===== src/rtl/drac_pkg.sv =====
// Core-wide types shared by the FP writeback path: physical register index, 64-bit data bus
// and the requester bundle presented to the FP writeback arbiter.
package drac_pkg;

    localparam int NUM_FP_WB = 2;

    typedef logic [5:0]  phreg_t;
    typedef logic [63:0] bus64_t;

    typedef struct packed {
        logic   valid;
        phreg_t addr;
        bus64_t data;
    } fp_wb_req_t;

    // $clog2 that never returns 0, so single-entry indices still get a 1-bit field
    function automatic int clog2_min1(input int n);
        return (n > 1) ? $clog2(n) : 1;
    endfunction

endpackage


===== src/rtl/rr_multi_grant.sv =====
// Combinational round-robin selector granting up to NUM_WB requesters per cycle, starting
// the scan at rr_ptr_i; reports the write port of each grant and the pointer after the last grant.
module rr_multi_grant
    import drac_pkg::*;
#(
    parameter  int NUM_REQ = 4,
    parameter  int NUM_WB  = NUM_FP_WB,
    localparam int PTR_W   = clog2_min1(NUM_REQ),
    localparam int PORT_W  = clog2_min1(NUM_WB)
) (
    input  logic [NUM_REQ-1:0]             valid_i,
    input  logic [PTR_W-1:0]               rr_ptr_i,
    output logic [NUM_REQ-1:0]             grant_o,
    output logic [NUM_REQ-1:0][PORT_W-1:0] port_idx_o,
    output logic [PTR_W-1:0]               next_ptr_o
);

    always_comb begin
        int cnt;
        int idx;
        grant_o    = '0;
        port_idx_o = '0;
        next_ptr_o = rr_ptr_i;
        cnt        = 0;
        idx        = 0;
        for (int i = 0; i < NUM_REQ; i++) begin
            idx = int'(rr_ptr_i) + i;
            if (idx >= NUM_REQ) begin
                idx = idx - NUM_REQ;
            end
            if (valid_i[PTR_W'(idx)] && (cnt < NUM_WB)) begin
                grant_o[PTR_W'(idx)]    = 1'b1;
                port_idx_o[PTR_W'(idx)] = PORT_W'(cnt);
                cnt                     = cnt + 1;
                next_ptr_o              = (idx == NUM_REQ - 1) ? '0 : PTR_W'(idx + 1);
            end
        end
    end

endmodule


===== src/rtl/fp_wb_arbiter.sv =====
// FP register-file writeback arbiter: round-robin multi-grant over result producers, one-cycle
// registered write ports. Define FP_WB_ARB_STALL_CNT_EN to add the saturating stall_cnt_o counter.
module fp_wb_arbiter
    import drac_pkg::*;
#(
    parameter  int NUM_REQ = 4,
    parameter  int NUM_WB  = NUM_FP_WB,
    localparam int PTR_W   = clog2_min1(NUM_REQ),
    localparam int PORT_W  = clog2_min1(NUM_WB)
) (
    input  logic                   clk_i,
    input  logic                   rstn_i,
    input  logic                   flush_i,
    input  logic [NUM_REQ-1:0]     req_valid_i,
    input  phreg_t [NUM_REQ-1:0]   req_addr_i,
    input  bus64_t [NUM_REQ-1:0]   req_data_i,
    output logic [NUM_REQ-1:0]     req_ready_o,
    output logic [NUM_WB-1:0]      wb_enable_o,
    output phreg_t [NUM_WB-1:0]    wb_addr_o,
    output bus64_t [NUM_WB-1:0]    wb_data_o,
    output logic [PTR_W-1:0]       rr_ptr_o
`ifdef FP_WB_ARB_STALL_CNT_EN
    ,
    output logic [31:0]            stall_cnt_o
`endif
);

    fp_wb_req_t [NUM_REQ-1:0]             req;
    logic [NUM_REQ-1:0]                   req_valid;
    logic [NUM_REQ-1:0]                   grant_raw;
    logic [NUM_REQ-1:0]                   grant;
    logic [NUM_REQ-1:0][PORT_W-1:0]       port_idx;
    logic [PTR_W-1:0]                     rr_ptr_grant;
    logic [PTR_W-1:0]                     rr_ptr_reg;
    logic [PTR_W-1:0]                     rr_ptr_next;
    logic [NUM_WB-1:0]                    wb_enable_reg;
    logic [NUM_WB-1:0]                    wb_enable_next;
    phreg_t [NUM_WB-1:0]                  wb_addr_reg;
    phreg_t [NUM_WB-1:0]                  wb_addr_next;
    bus64_t [NUM_WB-1:0]                  wb_data_reg;
    bus64_t [NUM_WB-1:0]                  wb_data_next;

    genvar gi;
    generate
        for (gi = 0; gi < NUM_REQ; gi++) begin : g_req
            assign req[gi]       = '{valid: req_valid_i[gi], addr: req_addr_i[gi], data: req_data_i[gi]};
            assign req_valid[gi] = req[gi].valid;
        end
    endgenerate

    rr_multi_grant #(
        .NUM_REQ (NUM_REQ),
        .NUM_WB  (NUM_WB)
    ) u_rr_multi_grant (
        .valid_i    (req_valid),
        .rr_ptr_i   (rr_ptr_reg),
        .grant_o    (grant_raw),
        .port_idx_o (port_idx),
        .next_ptr_o (rr_ptr_grant)
    );

    assign grant       = flush_i ? '0 : grant_raw;
    assign req_ready_o = grant;
    assign rr_ptr_next = (|grant) ? rr_ptr_grant : rr_ptr_reg;

    // Steer each winner onto its write port; idle ports keep their last addr/data
    always_comb begin
        wb_enable_next = '0;
        wb_addr_next   = wb_addr_reg;
        wb_data_next   = wb_data_reg;
        for (int r = 0; r < NUM_REQ; r++) begin
            for (int k = 0; k < NUM_WB; k++) begin
                if (grant[PTR_W'(r)] && (port_idx[PTR_W'(r)] == PORT_W'(k))) begin
                    wb_enable_next[PORT_W'(k)] = 1'b1;
                    wb_addr_next[PORT_W'(k)]   = req[PTR_W'(r)].addr;
                    wb_data_next[PORT_W'(k)]   = req[PTR_W'(r)].data;
                end
            end
        end
    end

    always_ff @(posedge clk_i or negedge rstn_i) begin
        if (!rstn_i) begin
            wb_enable_reg <= '0;
            wb_addr_reg   <= '0;
            wb_data_reg   <= '0;
            rr_ptr_reg    <= '0;
        end else begin
            wb_enable_reg <= wb_enable_next;
            wb_addr_reg   <= wb_addr_next;
            wb_data_reg   <= wb_data_next;
            rr_ptr_reg    <= rr_ptr_next;
        end
    end

    assign wb_enable_o = wb_enable_reg;
    assign wb_addr_o   = wb_addr_reg;
    assign wb_data_o   = wb_data_reg;
    assign rr_ptr_o    = rr_ptr_reg;

`ifdef FP_WB_ARB_STALL_CNT_EN
    logic [31:0] stall_cnt_reg;
    logic        stall_event;

    assign stall_event = !flush_i && (|(req_valid & ~grant));

    always_ff @(posedge clk_i or negedge rstn_i) begin
        if (!rstn_i) begin
            stall_cnt_reg <= '0;
        end else if (stall_event && (stall_cnt_reg != 32'hFFFF_FFFF)) begin
            stall_cnt_reg <= stall_cnt_reg + 32'd1;
        end
    end

    assign stall_cnt_o = stall_cnt_reg;
`endif

    // A pending request may only be withdrawn across a flush
    generate
        for (gi = 0; gi < NUM_REQ; gi++) begin : g_hold_chk
            a_req_hold: assert property (@(posedge clk_i) disable iff (!rstn_i)
                (req_valid_i[gi] && !req_ready_o[gi] && !flush_i) |=> (req_valid_i[gi] || flush_i));
        end
    endgenerate

endmodule


===== config.mk =====
export PLATFORM = sky130hd
export DESIGN_NAME = fp_wb_arbiter
export DESIGN_NICKNAME = d
export VERILOG_FILES = /design/src/rtl/drac_pkg.sv /design/src/rtl/rr_multi_grant.sv /design/src/rtl/fp_wb_arbiter.sv
export SDC_FILE = /design/constraint.sdc
export NUM_CORES = 1
export LEC_CHECK = 0
export BUFFER_PORTS_ARGS = -buffer_cell sky130_fd_sc_hd__buf_2
export CAP_MARGIN = 40
export CORE_AREA = 2 2 167 169
export CTS_CLUSTER_DIAMETER = 100
export CTS_CLUSTER_SIZE = 20
export DETAILED_ROUTE_END_ITERATION = 10
export DIE_AREA = 0 0 169 171
export PLACE_DENSITY_LB_ADDON = 0.08
export SLEW_MARGIN = 20
export SYNTH_ARGS = -nofsm -noshare
export SYNTH_HDL_FRONTEND = slang
export SYNTH_HIERARCHICAL = 1
export SYNTH_SLANG_ARGS = --single-unit

===== constraint.sdc =====
create_clock -name clk_i -period 5.12 [get_ports clk_i]
set_input_delay 0.512 -clock clk_i [delete_from_list [all_inputs] [get_ports clk_i]]
set_output_delay 0.512 -clock clk_i [all_outputs]
set_load 0.05 [all_outputs]

# After elaboration in Yosys (flattened, before gate mapping)
# Cells that the tools add are included.
classes:
  n_lt_le_gt_ge: 15
  bitwise: 6
  n_addsub: 13
  eq_ne: 4
  reduce_logical: 13
  mux: 51
op_table:
  columns: ["operator", "n"]
  rows:
  - ["two-way mux 32 bit", 6]
  - ["== test 32 x 3 -> 1 bit (second input constant)", 4]
  - ["two-way mux 64 bit", 2]
  - [">= comparator 32 x 4 -> 1 bit (second input constant)", 3]
  - ["subtractor 32 x 4 -> 32 bit (second input constant)", 3]
  - ["less-than comparator 32 x 3 -> 1 bit (second input constant)", 2]
  - ["adder 32 x 2 -> 32 bit (second input constant)", 1]
  - ["two-way mux 4 bit", 7]
  - ["two-way mux 2 bit", 9]
  - ["less-than comparator 2 x 4 -> 1 bit (second input constant)", 4]
  - ["two-way mux 1 bit", 15]
  - ["two-way mux 6 bit", 2]
  - ["OR 4 bit", 3]
  - ["logical AND 1 bit", 9]
  - ["adder 2 bit (second input constant)", 4]
  - ["binary-select mux 1 bit (select 2 bit)", 4]
  - ["bitwise mux 4 bit", 2]
  - ["demux 1 bit (select 2 bit)", 4]
  - [">= comparator 2 x 1 -> 1 bit (second input constant)", 4]
  - ["adder 2 x 2 -> 3 bit (second input constant)", 2]
  - ["bitwise AND 4 bit", 1]
  - ["nonzero test 4 bit", 1]
  - ["OR reduction 4 bit", 1]
  - ["subtractor 2 x 3 -> 4 bit (second input constant)", 1]
  - ["other kinds (7)", 8]
word_totals:
  output_inout_bits: 148
  elab_cells: 106
  input_bits: 287
  ff_bits: 73

# Logic depth before layout (Yosys ltp)
depth:
  depth_word: 19
  ltp_mapped: 20
  depth_no_buf: 15

# Cells and area by module
# Netlist, hierarchy kept.
modules_own_cells:
  columns: ["mod", "area_each_um2", "cells_each", "seq_area_each_um2", "n_inst"]
  rows:
  - ["fp_wb_arbiter", 3803.6, 320, 1826.8, 1]
  - ["rr_multi_grant", 762.0, 96, 0.0, 1]

# Least setup slack after synthesis
# OpenSTA, ideal clock, no wires.
synth_timing:
  path_type: "register -> output"
  start: "register rr_ptr_reg[0] (netlist: rr_ptr_o[0])"
  end: "output port req_ready_o[0]"
  required_ps: 4608
  path_stages_with_launch: 17
  path_slack_ps: 219
  t_arrival_ps: 4389
  n_path_buf: 3
  cell_sequence: "dfrtp_1 > buf_6 > clkbuf_1 > inv_1 > ha_1 > mux4_2 > buf_2 > ha_1 > inv_1 > nand2_2 > inv_2 > fa_1 > nor2b_1 > a22o_4 > nand2_1 > nand3_1 > nor2b_1"
synth_via:
  elab_chain_cells: 16
  word_cells_on_any_way: 66
  classes_between: "add/sub: 9; order compare: 15; mux: 32; bitwise: 3; reduce/logical: 7"
synth_rtl:
  columns: ["item", "line", "source"]
  rows:
  - ["from (decl)", "fp_wb_arbiter.sv:34", "logic [PTR_W-1:0] rr_ptr_reg;"]
  - ["from (signal assigned)", "fp_wb_arbiter.sv:92", "rr_ptr_reg <= rr_ptr_next;"]
  - ["branches (longest 14 deep; another with subtractor 32 x 4 -> 32 bit)", null, null]
  - ["two-way mux 4 bit (*)", "rr_multi_grant.sv:31", "if (valid_i[PTR_W'(idx)] && (cnt < NUM_WB)) begin"]
  - ["named net grant_raw[0]", "fp_wb_arbiter.sv:30", "logic [NUM_REQ-1:0] grant_raw;"]
  - ["two-way mux 4 bit (*)", "fp_wb_arbiter.sv:62", "assign grant = flush_i ? '0 : grant_raw;"]
  - ["to (decl)", "fp_wb_arbiter.sv:17", "output logic [NUM_REQ-1:0] req_ready_o,"]
# Mark *: on every way through the listed nets, which the timed path passes. The select of a mux whose other input is x is not followed.

==> impl_summary.md <==
Run status
The flow ran to the end, and the final reports show no timing, DRC or antenna violations.

Final layout
The multi-input combinational cells in the finished layout cover a total of 2240 sq um. The share of final-layout standard cells stronger than drive strength 1 is 42.6%. The footprint of the flip-flops and latches is roughly 1800 sq um. For this run, the number of standard cells in the final layout without fillers is 979.

The layout has 3053 filler cells. Cells fill 22.4% of the core in the end. Relative to the synthesized area, the layout overhead comes to 35.8%. The number of nets at the end of the flow is 925.

Place
The number of buffers inserted by port buffering is roughly 220. The count of placed standard cells including taps is 962. The worst slack at placement is 0.568 ns. The congestion estimate from routability-driven global placement came to 0.775. The detailed placement HPWL is 11900 um.

Clock tree
The cell at the root of the clock tree is sky130_fd_sc_hd__clkbuf_16. The clock passes through at most 2 buffers. The number of buffers inserted for hold repair after clock tree synthesis is 0.

The H-tree was split into 3 levels. The later pin in the worst-skew pair is clocked with a latency of approximately 0.34 ns. The number of buffers inserted to repair setup after CTS is 0.

The count of clock tree sinks is 73. Gates resized during post-CTS repair numbered 0. TritonCTS created 9 clock buffers. The CTS clock-pin slew for the worst setup and hold paths is 0.06 ns. TritonCTS built the clock tree.

Setup path
The dominant delay contributor by cell family on the critical path is simple AND/OR/NAND/NOR gates. The kind of end point of the critical path is a flip-flop. The critical path contains buffers and inverters numbering 4 combined.

The arrival time at the worst endpoint is 4.77 ns. The master of the slowest instance on the critical path is sky130_fd_sc_hd__or3b_2. On the worst path, the slowest cell contributes a delay of 0.64 ns. The critical path startpoint category is a flip-flop. The setup check on the worst reg-to-reg path leaves a slack of roughly 0.57 ns. Data on the critical path is required at its endpoint by 5.34 ns. The signal on the critical path passes through inv_1 -> ha_1 -> mux4_2 -> ha_1 -> inv_1 -> nand2_2 -> inv_2 -> fa_1 -> nor2b_1 -> a22o_4 -> nand2_1 -> a2bb2oi_1 -> nand2b_1 -> or3b_2 -> buf_12 -> o221a_1. The maximum fanout along the worst path is 38. The start-to-end type of the worst setup path is flip-flop to flip-flop.

Drt
The via count normalized by instance count is 3.92. The count of routing violations after the opening detailed-route iteration is 209. The residual antenna-violating net count after detailed routing is 0. The detailed-route wire length per cell is ~16 um. The first detailed-routing pass took 4 iterations.

The number of remaining DRC errors is 0. The count of vias placed by the detailed router is ~3.8k. The wire length after detailed routing is 15800 um.

STA
The worst path uses 88.9% of the clock period. Clock skew on the completed layout was measured at 0.00668 ns. The total of endpoints with negative setup slack in the final report is 0. The post-route minimum period is 4.55 ns. The number of slew-limit violations in the final report is 0. The total negative setup slack is 0 ns. The number of endpoints with negative hold slack in the final report is 0.

Setup repair after global routing left no endpoint under its margin. The maximum frequency from static timing analysis is roughly 220 MHz. Across all setup checks in the final design, the least slack found is 0.567 ns. The worst hold slack is between 0.03 and 0.04 ns.

Synthesis
The cell area that synthesis handed to floorplanning was 4500 sq um. For this run, the number of Yosys warnings is 6. Each instance of the synthesized netlist takes up on average about 11 sq um. The count of mapped cells out of synthesis is roughly 410.

Floorplanning
The effective utilization at floorplan is between 10% and 20%. The die is 171 um tall. The area of the die is roughly 29000 sq um.

The number of rows in the core area is 61. In this run the count of I/O pins placed on the die edge is 435. Measured along the x axis, the die boundary spans 169 um.

The region available for standard cell placement spans between 20000 and 30000 sq um.

GRT
Global routing used about a tenth of the available tracks across all layers. The number of global-route vias before repair is 3714. The first global-routing pass estimated approximately 23000 um of wire. Entering global routing, the biggest net connects 55 pins.

The number of antenna violations at the first check in global routing is 1. The total overflow left after global routing is 0.

Job
The tool flagged a number of max-cap violations equal to 0.

Pwr
The power density over cell area is 884 nW/um^2. Across the VDD grid, the largest voltage drop is 315 uV. The cell leakage power is 2.72 nW.

Hold path
The type of the most critical hold path is primary input to asynchronous set/reset pin.
-- report_power, final --
part | internal (mW) | switching (mW) | total [mW]
clock network | 0.378 | 0.275 | 0.653
logic | 1.25 | 2.46 | 3.72
registers | 0.893 | 0.145 | 1.04
total | 2.52 | 2.88 | 5.41
-- stage by stage --
step | instance area, sq um | total power, mW
global placement | 5790 | 4.81
detailed placement | 5820 | 4.81
floorplan | 4770 | 3.86
global route | 6120 | 5.77
finish | 6120 | 5.41
CTS | 6110 | 5.50
-- layout by cell type, fill, tap and decap left out, drive strengths merged, types with 2 or more instances in the layout --
master and n:
a21oi 2, a221oi 2, a22oi 3, a2bb2oi 4
a32oi 2, buf 238, clkbuf 9, clkinv 4
conb 71, dfrtp 73, ha 10, inv 8
mux2 5, mux2i 5, mux4 3, nand2 8
nand2b 73, nand3 6, nand4 2, nor2 8
nor2b 8, o21a 2, o221a 71
-- state kept, by name, indices dropped and copies added (netlist names) --
name	cells
wb_enable_o	1
wb_data_o	64
rr_ptr_o	2
wb_addr_o	6
-- worst paths after layout --
kind                       cells after the start                   endpoint                       from
min reg2reg                                    1  wb_data_o[57]$_DFFE_PN0P_  wb_data_o[57]$_DFFE_PN0P_
max reg2reg                                   16  wb_data_o[45]$_DFFE_PN0P_    rr_ptr_o[0]$_DFFE_PN0P_
max in group asynchronous                      3   wb_addr_o[2]$_DFFE_PN0P_                     rstn_i
max                                           16  wb_data_o[45]$_DFFE_PN0P_    rr_ptr_o[0]$_DFFE_PN0P_
min                                            1  wb_data_o[18]$_DFFE_PN0P_                     rstn_i
min in group clk_i                             2  wb_data_o[39]$_DFFE_PN0P_             req_data_i[39]
-- routing by layer --
metal  track usage, %  wire (um)  vias to the layer above
li1                 -          -                     1794
met4             2.90        187                        2
met2             16.2       7190                      183
met3             3.01       1220                       10
met5                0          5                        -
met1             14.2       7250                     1850
-- layout make-up --
cell class / count / share of cell area [%]
inverter: 7 / 0.430
clock buffer: 9 / 3.68
timing repair buffer: 238 / 21.1
clock inverter: 7 / 1.15
multi-input combinational: 298 / 36.7
sequential: 73 / 29.9
antenna: 1 / 0.0409
tap: 346 / 7.08
No activity file was read; power rests on OpenSTA's default activity.
